## config.mk

```make
export PLATFORM = sky130hd
export DESIGN_NAME = clk_test_window_ctrl
export DESIGN_NICKNAME = d
export VERILOG_FILES = /design/src/rtl/clk_test_window_ctrl.sv
export SDC_FILE = /design/constraint.sdc
export NUM_CORES = 1
export LEC_CHECK = 0
export BUFFER_PORTS_ARGS = -buffer_cell sky130_fd_sc_hd__buf_2
export CORE_ASPECT_RATIO = 1.25
export CORE_MARGIN = 4
export CORE_UTILIZATION = 57
export DETAILED_ROUTE_END_ITERATION = 6
export HOLD_SLACK_MARGIN = 0.08
export PLACE_DENSITY_LB_ADDON = 0.3
export SLEW_MARGIN = 20
export SYNTH_ARGS = -nofsm -noshare
export SYNTH_HDL_FRONTEND = slang
export SYNTH_SLANG_ARGS = --single-unit
```

## constraint.sdc

```tcl
create_clock -name clk_test -period 2.7 [get_ports clk_test]
set_clock_uncertainty 0.05 [all_clocks]
set_input_delay 0.27 -clock clk_test [delete_from_list [all_inputs] [get_ports clk_test]]
set_output_delay 0.27 -clock clk_test [all_outputs]
set_load 0.005 [all_outputs]
```

## src/rtl/clk_test_window_ctrl.sv

```systemverilog
// clk_test_window_ctrl: counts clk_test cycles inside a gated window and hands the frozen
// result to the clk_ref side through a toggle request/acknowledge handshake.
module clk_test_window_ctrl #(
    parameter int COUNTER_WIDTH = 32,
    parameter int MISS_WIDTH    = 8
) (
    input  logic                     clk_test,
    input  logic                     async_reset_clk_test,
    input  logic                     enable,
    input  logic                     gate_sync,
    input  logic                     ack_toggle_sync,
    output logic [COUNTER_WIDTH-1:0] count_hold,
    output logic                     overflow_hold,
    output logic                     req_toggle,
    output logic                     req_pending,
    output logic                     busy,
    output logic [MISS_WIDTH-1:0]    missed_count,
    output logic [1:0]               state_out
);
    typedef enum logic [1:0] {IDLE = 2'd0, ARMED = 2'd1, COUNT = 2'd2, HOLD = 2'd3} state_t;
    state_t                   state_q;
    logic                     gate_q;
    logic [COUNTER_WIDTH-1:0] cnt_q;
    logic                     ovf_q;
    logic [COUNTER_WIDTH-1:0] hold_q;
    logic                     hovf_q;
    logic                     req_q;
    logic [MISS_WIDTH-1:0]    miss_q;
    logic                     rise;
    logic                     fall;
    assign rise = gate_sync & ~gate_q;
    assign fall = ~gate_sync & gate_q;
    always_ff @(posedge clk_test or posedge async_reset_clk_test) begin
        if (async_reset_clk_test) begin
            state_q <= IDLE;
            gate_q  <= 1'b0;
            cnt_q   <= '0;
            ovf_q   <= 1'b0;
            hold_q  <= '0;
            hovf_q  <= 1'b0;
            req_q   <= 1'b0;
            miss_q  <= '0;
        end else begin
            gate_q <= gate_sync;
            case (state_q)
                IDLE: if (enable) state_q <= ARMED;
                ARMED:
                    if (!enable) state_q <= IDLE;
                    else if (rise) begin
                        cnt_q   <= COUNTER_WIDTH'(1);
                        ovf_q   <= 1'b0;
                        state_q <= COUNT;
                    end
                COUNT:
                    if (!enable) state_q <= IDLE;
                    else if (gate_sync) begin
                        if (&cnt_q) ovf_q <= 1'b1;
                        else cnt_q <= cnt_q + COUNTER_WIDTH'(1);
                    end else if (fall) begin
                        hold_q  <= cnt_q;
                        hovf_q  <= ovf_q;
                        req_q   <= ~req_q;
                        state_q <= HOLD;
                    end
                HOLD: begin
                    // a handshake in flight always completes, even when disabled
                    if (rise && !(&miss_q)) miss_q <= miss_q + MISS_WIDTH'(1);
                    if (ack_toggle_sync == req_q) state_q <= enable ? ARMED : IDLE;
                end
                default: state_q <= IDLE;
            endcase
        end
    end
    assign count_hold    = hold_q;
    assign overflow_hold = hovf_q;
    assign req_toggle    = req_q;
    assign req_pending   = req_q ^ ack_toggle_sync;
    assign busy          = state_q[1];
    assign missed_count  = miss_q;
    assign state_out     = state_q;
endmodule

```

; After elaboration in Yosys (flattened, before gate mapping)
; Index checks and enable logic that the tools add are counted.
[totals]
reg_bits = 78
input_bits = 5
output_inout_bits = 46
elab_cells = 63
[classes]
n_bitwise = 6
eq_ne = 15
n_addsub = 2
n_mux = 21
n_reduce_logical = 11
[ops]
columns = cell, n
row1 = 32-bit two-way mux, 5
row2 = 32-bit case mux with 2 select lines, 1
row3 = 32-bit by 1-bit adder with 32-bit output (second input constant), 1
row4 = 32-bit AND reduction, 1
row5 = 2-bit inequality test (second input constant), 8
row6 = 2-bit two-way mux, 7
row7 = 6-bit AND reduction, 2
row8 = 3-bit inequality test (second input constant), 3
row9 = 8-bit by 1-bit adder with 8-bit output (second input constant), 1
row10 = 2-bit case mux with 4 select lines, 1
row11 = 8-bit AND reduction, 1
row12 = 1-bit two-way mux, 6
row13 = 5-bit AND reduction, 1
row14 = 2-bit equality test (second input constant), 2
row15 = 4-bit AND reduction, 1
row16 = 1-bit inverter, 3
row17 = 1-bit bitwise AND, 2
row18 = 2-bit by 1-bit equality test with 1-bit output (second input constant), 1
row19 = 2-bit logical NOT, 1
row20 = 1-bit case mux with 2 select lines, 1
row21 = 2-bit AND reduction, 1
row22 = 2-bit nonzero test, 1
row23 = 1-bit equality test, 1
row24 = 1-bit logical AND, 1
row25 = 2 further kinds, 2

; Logic depth before layout (Yosys ltp)
; Gate-level depths: netlist of run 1.
[depth]
word_depth = 6
ltp_mapped = 8

; Worst setup path after synthesis of run 1
; No wires, ideal clock.
[synth_timing]
path_type = reg-to-reg
from = register cnt_q[0]
to = register cnt_q[22]
required_time_ps = 2524
setup_ps = 126
arrival_ps = 1835
slack_ps = 689
stages_incl_launch_ff = 8
cell_sequence = dfrtp_1 -> ha_1 -> nand4_1 -> nor4_1 -> buf_2 -> nand2_1 -> o211a_1 -> a311o_1
[synth_between]
elab_chain_cells = 5
elab_cells_between_ends = 8
classes_between = 1 x add/sub / 1 x eq/ne / 4 x mux / 2 x reduce/logical
[synth_lines]
columns = element, line_no
row1 = "start, declared", 23  ; logic [COUNTER_WIDTH-1:0] cnt_q;
row2 = "start signal, assigned", 58  ; else cnt_q <= cnt_q + COUNTER_WIDTH'(1);
row3 = 32-bit by 1-bit adder with 32-bit output, 58
row4 = 32-bit two-way mux, 57  ; if (&cnt_q) ovf_q <= 1'b1;
row5 = 32-bit two-way mux, 56  ; else if (gate_sync) begin
row6 = 32-bit two-way mux, 55  ; if (!enable) state_q <= IDLE;
row7 = 32-bit case mux with 2 select lines, 45  ; case (state_q)
; Parallel ways exist; a longest one is shown, timed or not. The select of a mux whose other input is x is not followed.
; A chain may end at the register's enable or synchronous reset.

; Final worst setup path of run 1
[layout_timing]
from = register cnt_q[0]
to = register cnt_q[13]
; The elaborated chain is that of the path after synthesis.

==> flow_metrics.py, run 1 <==
metrics = {
    "logic_synthesis": {
        "synth_cell_types": 55,
        "synth_edf_count": 0,
        "synth-seq-cells": 78,
        "postSynth.topFlopCell": "dfrtp_1",
        "avgSynthCellArea_um2": 10.6,
        "synthCells": 354,
        "ys_seq_area_share_pct": 51.9,
        "netlist_area_um2": 3760,
        "syn_nets": 361,
        "synth_warnings": 0,
        "async_flop_share_pct": 100,
    },
    "setup_path": {
        "critPathTopFamily": "simple AND/OR/NAND/NOR gates",
        "critPathSlowestCell": "dfrtp_1",
        "start_kind": "flop",
        "worst-endpoint-required_ps": 2910,
        "path_max_fanout": 16,
        "rr_endpoint": "cnt_q[13]$_DFFE_PP0P_",
        "cpMostUsedCell": "nand4_1",
        "r2r_slack_ps": 410,
        "path_cells": "ha_1 -> nand4_1 -> nor4_1 -> buf_4 -> nand3_2 -> nand4_1 -> mux2i_1",
        "crit-reg2reg-launch": "cnt_q[0]$_DFFE_PP0P_",
        "arrival_ps": 2500,
        "critPathCaptureType": "flop",
        "setup.worst_path.class": "reg -> reg",
        "slowest_delay_ps": 440,
        "r2r_cells": 7,
        "critical_path_buf_inv_count": 1,
    },
    "power_and_ir_drop": {
        "internal-power_mw": 2.10,
        "p_sw_uw": 957,
        "p_clk_share_pct": 28.7,
        "vdd_drop_max_mv": 0.588,
        "p_per_area_nw_per_um2": 703,
        "switching_share_pct": 31.3,
        "combPwrFrac_pct": 20.7,
        "power.leakage_nw": 2.08,
        "seqPwrFrac_pct": 50.6,
    },
    "sta": {
        "whs_ps": 215,
        "max_slew_margin_pct": 58.7,
        "hold_viol_final": 0,
        "fin_crit_sh_pct": 84.7,
        "setup_slack_ps": 413,
        "tightest_slew_ps": 619,
        "rsz0062_at_grt": "no",
        "min_period_ps": 2290,
        "totalNegativeSetupSlack_ps": 0,
        "fmax_mhz": 437,
        "finalSetupViolCount": 0,
        "drv_slew": 0,
    },
    "final_layout": {
        "final_common_cell": "dfrtp_1",
        "antenna_cells": 0,
        "post-route-util_pct": 69.0,
        "nNetsFinal": 416,
        "drive_above_1_share_pct": 27.1,
        "syn_to_final_growth_pct": 15.4,
        "final_cell_mix": "78 x dfrtp_1, 50 x buf_2, 44 x nand2_1",
    },
    "clock_tree": {
        "clk_pin_slew_ps": 80,
        "cts_setup_buffers": 0,
        "cts_sinks": 78,
        "cts-root-buf": "clkbuf_8",
        "clk_latency_ps": 340,
        "cts_tree": "built",
        "cts_buffers": 9,
        "holdBufCountCts": 2,
        "cts_resized": 0,
        "cts_max_level": 3,
        "cts_buffer_depth": 2,
    },
    "detailed_routing": {
        "antenna_left": 0,
        "routed_wl_um": 8600,
        "viasPerCell": 6.06,
        "routed-via-count": 3025,
        "drc": 0,
        "drt_iter0_drc": 126,
        "wl_per_cell_um": 17.2,
        "dr.pass1.iters": 4,
    },
    "run_status": {
        "status": "complete, no violations",
    },
    "global_routing": {
        "grt_first_pass_wirelength_um": 14600,
        "grt_overflow": 0,
        "grt_usage_pct": 23.7,
        "antenna_found_initial": 0,
        "grt_max_degree": 31,
        "grt_pass1_vias": 3053,
    },
    "placed_design": {
        "io_buffers": 50,
        "gp_congestion": 0.950,
        "hpwl_um": 6240,
        "post-place-ws_ps": 484,
    },
    "run": {
        "max-cap-violations": 0,
    },
    "hold_path": {
        "holdPathStages": 3,
        "min_from": "enable",
        "hp-class": "in -> reg",
        "worstHoldEndpoint": "state_out[1]$_DFFE_PP0P_",
    },
    "die": {
        "num_rows": 32,
        "die_h_um": 98.8,
        "ios": 51,
        "initial_core_util_pct": 59.9,
        "die_x_um": 80.7,
        "core_um2": 6290,
        "dieArea_um2": 7970,
    },
}
## metrics by stage
step | power [mW] | cells | cell area [um2]
after floorplan | 1.93 | 354 | 3760
after global placement | 2.17 | 481 | 4120
after detailed placement | 2.20 | 481 | 4120
after CTS | 3.08 | 499 | 4340
after global routing | 3.23 | 499 | 4340
final | 3.05 | 499 | 4340
## area by class of cell
type	instances	area, um2
Timing Repair Buffer	64	360
Clock buffer	11	141
Fill cell	505	1950
Multi-Input combinational cell	246	1680
Tap cell	85	106
Inverter	10	37.5
Sequential cell	78	1950
Clock inverter	5	58.8
## worst reg2reg max path, stage by stage (launching register included)
cell and delay (ps):
dfrtp_1 440, ha_1 230, nand4_1 160, nor4_1 290, buf_4 240, nand3_2 310, nand4_1 250, mux2i_1 220
## power groups by stage
| stage | Combinational, mW | Clock (mW) | Sequential (mW) |
|---|---|---|---|
| floorplan | 0.436 | 0 | 1.50 |
| global placement | 0.618 | 0 | 1.55 |
| detailed placement | 0.632 | 0 | 1.56 |
| CTS | 0.642 | 0.896 | 1.54 |
| global route | 0.715 | 0.945 | 1.57 |
| finish | 0.632 | 0.875 | 1.55 |
## worst max-delay path by stage
stage | from | end | cells after the start
3_3_place_gp | cnt_q[0]$_DFFE_PP0P_ | cnt_q[2]$_DFFE_PP0P_ | 7
3_5_place_dp | cnt_q[0]$_DFFE_PP0P_ | cnt_q[2]$_DFFE_PP0P_ | 7
6_report | cnt_q[0]$_DFFE_PP0P_ | cnt_q[13]$_DFFE_PP0P_ | 7
5_1_grt | cnt_q[0]$_DFFE_PP0P_ | cnt_q[13]$_DFFE_PP0P_ | 7
4_1_cts | cnt_q[0]$_DFFE_PP0P_ | cnt_q[2]$_DFFE_PP0P_ | 7
2_1_floorplan | async_reset_clk_test | cnt_q[0]$_DFFE_PP0P_ | 1
## metal layers
layer	share of wire (%)	GRT usage [%]	vias up
met2	52	40.4	83
li1	-	-	1427
met4	4.0	13.3	0
met3	3.6	3.47	28
met1	41	28.4	1487
met5	0	0	-
## registers in the layout (all words and copies together) (netlist names)
register and flops:
cnt_q 32, count_hold 32, missed_count 8, state_out 2, gate_q 1, overflow_hold 1, ovf_q 1, req_toggle 1
## cell usage after synthesis (all sizes together) (2+ instances only)
cell / instances / area share [%]
and3: 4 / 0.67
clkbuf: 13 / 1.3
and2: 4 / 0.67
xor2: 4 / 0.93
nand4b: 4 / 0.93
nand3: 9 / 1.5
inv: 10 / 1.0
mux2i: 11 / 2.9
and4: 4 / 0.93
nor2: 11 / 1.2
o31ai: 5 / 1.0
o21ai: 14 / 1.9
nand4: 22 / 3.8
buf: 7 / 1.1
or4: 3 / 0.60
a21oi: 11 / 1.5
dfrtp: 78 / 52
nor4: 8 / 1.7
xnor2: 5 / 1.2
mux2: 27 / 8.1
nor3: 13 / 1.7
o211ai: 4 / 0.80
o211a: 2 / 0.53
a311o: 2 / 0.53
or2: 2 / 0.33
nand2: 44 / 4.4
a2bb2oi: 2 / 0.47
a21boi: 2 / 0.40
nand2b: 2 / 0.33
a31oi: 7 / 1.2
o41ai: 3 / 0.70
ha: 2 / 0.67
## kinds of logic after synthesis
kind of cell / after synthesis / synth area share [%]
buffers and inverters: 30 / 3.36
XOR/XNOR: 9 / 2.09
AND/OR/NAND/NOR: 135 / 19.7
multiplexers: 38 / 11.0
adder cells (fa/ha/maj): 2 / 0.665
flip-flops: 78 / 51.9
AO/OA/AOI/OAI: 62 / 11.3
No activity file was read; power rests on OpenSTA's default activity.
==> inputs of run 2 (changes only) <==
Settings changed: CORE_UTILIZATION 57 to 52.
Clock period 2.7 ns to 2.04 ns, I/O delays scaled along.
==> flow_metrics.py, run 2 (synthesis results as in run 1) <==
metrics = {
    "sta": {
        "drv_slew": 0,
        "min_period_ps": 1960,
        "finalSetupViolCount": 0,
        "hold_viol_final": 0,
        "fin_crit_sh_pct": 96.1,
        "tightest_slew_ps": 473,
        "max_slew_margin_pct": 68.5,
        "fmax_mhz": 510,
        "setup_slack_ps": 80.2,
        "rsz0062_at_grt": "yes",
        "whs_ps": 132,
    },
    "run": {
        "max-cap-violations": 0,
    },
    "placed_design": {
        "io_buffers": 50,
        "gp_congestion": 0.860,
        "post-place-ws_ps": 39.2,
        "place_inst": 517,
        "placed_area_um2": 4380,
        "hpwl_um": 6050,
    },
    "power_and_ir_drop": {
        "finalPower_mw": 4.05,
        "vdd_drop_max_mv": 0.774,
        "p_per_area_nw_per_um2": 867,
        "power.leakage_nw": 2.27,
    },
    "global_routing": {
        "grt_usage_pct": 21.1,
        "antenna_found_initial": 0,
        "grt_pass1_vias": 3104,
        "grt_overflow": 0,
        "grt_first_pass_wirelength_um": 14600,
        "grt_max_degree": 79,
    },
    "setup_path": {
        "r2r_cells": 7,
        "worst-endpoint-required_ps": 2230,
        "path_max_fanout": 8,
        "start_kind": "flop",
        "crit-reg2reg-launch": "cnt_q[0]$_DFFE_PP0P_",
        "arrival_ps": 2150,
        "r2r_slack_ps": 80,
        "setup.worst_path.class": "reg -> reg",
        "slowest_delay_ps": 380,
        "rr_endpoint": "cnt_q[2]$_DFFE_PP0P_",
        "critPathSlowestCell": "dfrtp_1",
        "critPathCaptureType": "flop",
        "path_cells": "ha_1 -> nand4_1 -> nor4_2 -> buf_4 -> and3_2 -> o311a_1 -> a311o_1",
    },
    "die": {
        "dieArea_um2": 8670,
        "die_h_um": 103,
        "ios": 51,
        "core_um2": 7020,
        "num_rows": 34,
        "die_x_um": 84.1,
        "initial_core_util_pct": 53.6,
    },
    "final_layout": {
        "final_cell_mix": "76 x dfrtp_1, 50 x buf_2, 46 x buf_4",
        "drive_above_1_share_pct": 34.5,
        "final_common_cell": "dfrtp_1",
        "syn_to_final_growth_pct": 24.0,
        "antenna_cells": 0,
        "nNetsFinal": 451,
        "fin_area_um2": 4670,
        "instances_no_fill": 539,
    },
    "hold_path": {
        "holdPathStages": 3,
        "min_from": "enable",
        "worstHoldEndpoint": "state_out[0]$_DFFE_PP0P_",
        "hp-class": "in -> reg",
    },
    "detailed_routing": {
        "antenna_left": 0,
        "routed_wl_um": 8530,
        "dr.pass1.iters": 5,
        "routed-via-count": 3105,
        "viasPerCell": 5.76,
        "drc": 0,
        "drt_iter0_drc": 169,
        "wl_per_cell_um": 15.8,
    },
    "clock_tree": {
        "cts_max_level": 3,
        "cts_sinks": 78,
        "cts-root-buf": "clkbuf_8",
        "cts_buffers": 9,
        "cts_buffer_depth": 2,
        "clk_pin_slew_ps": 80,
        "cts_tree": "built",
        "clk_latency_ps": 360,
    },
    "run_status": {
        "status": "complete, no violations",
    },
}
run 2: cell count changes in the layout (fill, tap and decap cells not counted), sizes merged:
cell,delta
buf,+35
bufinv,-1
clkinv,-1
clkinvlp,+3
inv,-1
run 2: worst max-delay path, delay by kind of cell, from the launching register on:
family / cells / cell delay (ps)
adder cells (fa/ha/maj): 1 / 220
buffers and inverters: 1 / 170
AO/OA/AOI/OAI: 2 / 640
AND/OR/NAND/NOR: 3 / 390
flip-flops: 1 / 380
run 2: worst max path at each step:
stage | start | to | depth (start not counted)
4_1_cts | cnt_q[9]$_DFFE_PP0P_ | cnt_q[25]$_DFFE_PP0P_ | 5
3_5_place_dp | cnt_q[9]$_DFFE_PP0P_ | cnt_q[25]$_DFFE_PP0P_ | 5
3_3_place_gp | cnt_q[4]$_DFFE_PP0P_ | cnt_q[25]$_DFFE_PP0P_ | 5
5_1_grt | cnt_q[4]$_DFFE_PP0P_ | cnt_q[31]$_DFFE_PP0P_ | 7
2_1_floorplan | cnt_q[0]$_DFFE_PP0P_ | cnt_q[22]$_DFFE_PP0P_ | 7
6_report | cnt_q[0]$_DFFE_PP0P_ | cnt_q[2]$_DFFE_PP0P_ | 7
run 2: timing repair:
action,4_1_cts,5_1_grt
endpoints found under the hold margin,79,0
setup buffers,0,4
resized for setup,0,13
hold buffers,2,0
endpoints found under the setup margin,0,20
run 2: cell type report:
type / count / area [um2]
Sequential cell: 78 / 1950
Fill cell: 581 / 2350
Inverter: 10 / 41.3
Clock buffer: 11 / 141
Timing Repair Buffer: 99 / 636
Tap cell: 90 / 113
Multi-Input combinational cell: 246 / 1750
Clock inverter: 5 / 35.0
run 2: power by group:
part	switching, mW	internal, mW	leakage, nW
combinational	0.562	0.505	1.15
sequential	0.163	1.77	1.04
clock	0.571	0.472	0.0776
total	1.30	2.75	2.27
run 2: routing by layer:
layer	vias to the layer above	part of all wire, %	global-route usage [%]	wire (um)
met4	0	2.1	10.3	181
met1	1503	44	26.1	3740
li1	1496	-	-	-
met5	-	0	0	0
met3	18	4.8	5.92	406
met2	88	49	34.3	4200
run 2: stage by stage:
step | utilization [%] | setup TNS [ps]
3_3_place_gp | 62.3 | 0
2_1_floorplan | - | 0
4_1_cts | 65.1 | 0
5_1_grt | 66.5 | -53.7
6_report | 66.5 | 0
3_5_place_dp | 62.3 | 0
==> inputs of run 3 (changes only) <==
Settings changed: ABC_CLOCK_PERIOD_IN_PS set to 2040, SETUP_SLACK_MARGIN set to 0.3, SLEW_MARGIN 20 to unset.
==> flow_metrics.py, run 3 (synthesis results as in run 1) <==
metrics = {
    "final_layout": {
        "nNetsFinal": 493,
        "instances_no_fill": 581,
        "final_common_cell": "dfrtp_1",
        "fin_area_um2": 5380,
        "syn_to_final_growth_pct": 43.0,
        "antenna_cells": 0,
        "drive_above_1_share_pct": 48.1,
        "final_cell_mix": "76 x dfrtp_1, 68 x buf_4, 50 x buf_2",
    },
    "run": {
        "max-cap-violations": 0,
    },
    "global_routing": {
        "grt_first_pass_wirelength_um": 16300,
        "grt_max_degree": 39,
        "grt_usage_pct": 23.7,
        "antenna_found_initial": 0,
        "grt_pass1_vias": 3525,
        "grt_overflow": 0,
    },
    "sta": {
        "whs_ps": 137,
        "hold_viol_final": 0,
        "rsz0062_at_grt": "yes",
        "fmax_mhz": 475,
        "min_period_ps": 2110,
        "drv_slew": 0,
        "max_slew_margin_pct": 56.7,
        "fin_crit_sh_pct": 103,
        "setup_slack_ps": -67.0,
        "tightest_slew_ps": 643,
        "totalNegativeSetupSlack_ps": -88.0,
        "finalSetupViolCount": 4,
    },
    "setup_path": {
        "arrival_ps": 2320,
        "slowest_delay_ps": 500,
        "start_kind": "flop",
        "setup.worst_path.class": "reg -> reg",
        "cp-startpoint": "cnt_q[17]$_DFFE_PP0P_",
        "crit-reg2reg-launch": "cnt_q[17]$_DFFE_PP0P_",
        "path_max_fanout": 5,
        "worst-endpoint-required_ps": 2260,
        "critPathCaptureType": "flop",
        "critPathSlowestCell": "or4b_4",
        "path_cells": "nand2_1 -> nor3_2 -> clkdlybuf4s15_2 -> and4_4 -> or4b_4 -> mux2i_2",
    },
    "die": {
        "initial_core_util_pct": 53.6,
        "dieArea_um2": 8670,
        "num_rows": 34,
        "ios": 51,
        "die_h_um": 103,
        "die_x_um": 84.1,
        "core_um2": 7020,
    },
    "power_and_ir_drop": {
        "internal-power_mw": 3.15,
        "vdd_drop_max_mv": 0.756,
        "switching_share_pct": 31.3,
        "p_sw_mw": 1.44,
        "p_clk_share_pct": 28.0,
        "combPwrFrac_pct": 29.2,
        "p_per_area_nw_per_um2": 853,
        "finalPower_mw": 4.59,
        "seqPwrFrac_pct": 42.7,
        "power.leakage_nw": 2.59,
    },
    "clock_tree": {
        "cts_max_level": 3,
        "clk_pin_slew_ps": 90,
        "cts-root-buf": "clkbuf_8",
        "cts_tree": "built",
        "cts_buffers": 9,
        "cts_sinks": 78,
        "clk_latency_ps": 370,
        "cts_buffer_depth": 2,
    },
    "run_status": {
        "violations": "negative setup slack",
        "status": "finished, violations left",
    },
    "detailed_routing": {
        "routed_wl_um": 11400,
        "wl_per_cell_um": 19.6,
        "routed-via-count": 3614,
        "viasPerCell": 6.22,
        "drc": 0,
        "dr.pass1.iters": 6,
        "antenna_left": 0,
        "drt_iter0_drc": 464,
    },
    "placed_design": {
        "hpwl_um": 6590,
        "io_buffers": 50,
        "place_inst": 518,
        "placed_area_um2": 4450,
        "gp_congestion": 0.896,
    },
    "hold_path": {
        "min_from": "enable",
        "hp-class": "in -> reg",
    },
}
==> run 3: changes by cell type in the layout (fill, tap and decap cells not counted), moves of 3 or more <==
cell and delta:
nor3_2 +5, nand2_1 -3, buf_4 +22, nor3_1 -7
nor2_2 +3, nor2_1 -4, buf_6 +16, nor4_1 -3
==> run 3: path summary, 6_finish.rpt <==
check	end	slack, ps	depth (start not counted)
hold / removal	state_out[0]$_DFFE_PP0P_	140	3
hold reg to reg	count_hold[29]$_DFFE_PP0P_	440	2
setup reg to reg	cnt_q[5]$_DFFE_PP0P_	-70	6
setup / recovery	cnt_q[5]$_DFFE_PP0P_	-70	6
max in group asynchronous	missed_count[0]$_DFFE_PP0P_	1010	4
min in group asynchronous	cnt_q[28]$_DFFE_PP0P_	350	3
==> run 3: metrics by stage <==
step	worst slack [ps]	util, %
final	-67.0	76.6
after global routing	-179	76.6
after CTS	110	71.5
after detailed placement	-6.30	63.4
after global placement	64.7	63.4
after floorplan	73.7	-
==> run 3: per-layer routing <==
layer / part of all wire [%] / global-route usage, % / vias to the layer above
met2: 53 / 43.9 / 194
met3: 5.6 / 3.52 / 74
li1: - / - / 1580
met4: 5.6 / 14.0 / 0
met5: 0 / 0 / -
met1: 36 / 25.9 / 1766
==> run 3: final cells by class <==
class | instances | area, um2
inverter | 10 | 41.3
timing repair buffer | 140 | 1030
multi-input combinational | 247 | 2020
clock buffer | 10 | 138
sequential | 78 | 1950
tap | 90 | 113
clock inverter | 6 | 85.1
fill | 455 | 1640
==> run 3: power by group through the flow <==
stage	clock, mW	sequential (mW)	combinational, mW
after floorplan	0	1.99	0.586
after global placement	0	1.96	1.04
after detailed placement	0	1.98	1.07
after CTS	1.31	1.95	1.13
after global routing	1.38	1.99	1.45
final	1.29	1.96	1.34
==> run 3: critical path: cells and delay by family, from the launching register on <==
kind,cells,cell delay [ps]
muxes,1,270
buffers and inverters,1,280
and+or+nand+nor,4,980
DFF,1,440
==> run 3: timing repair <==
| item | in CTS | in global routing |
|---|---|---|
| buffers inserted | 27 | 15 |
| endpoints found under the hold margin | 19 | 0 |
| gates cloned | 1 | 2 |
| setup endpoints to repair | 43 | 61 |
| hold buffers | 2 | 0 |
| gates resized for setup | 28 | 49 |
| pin swaps | 29 | 30 |
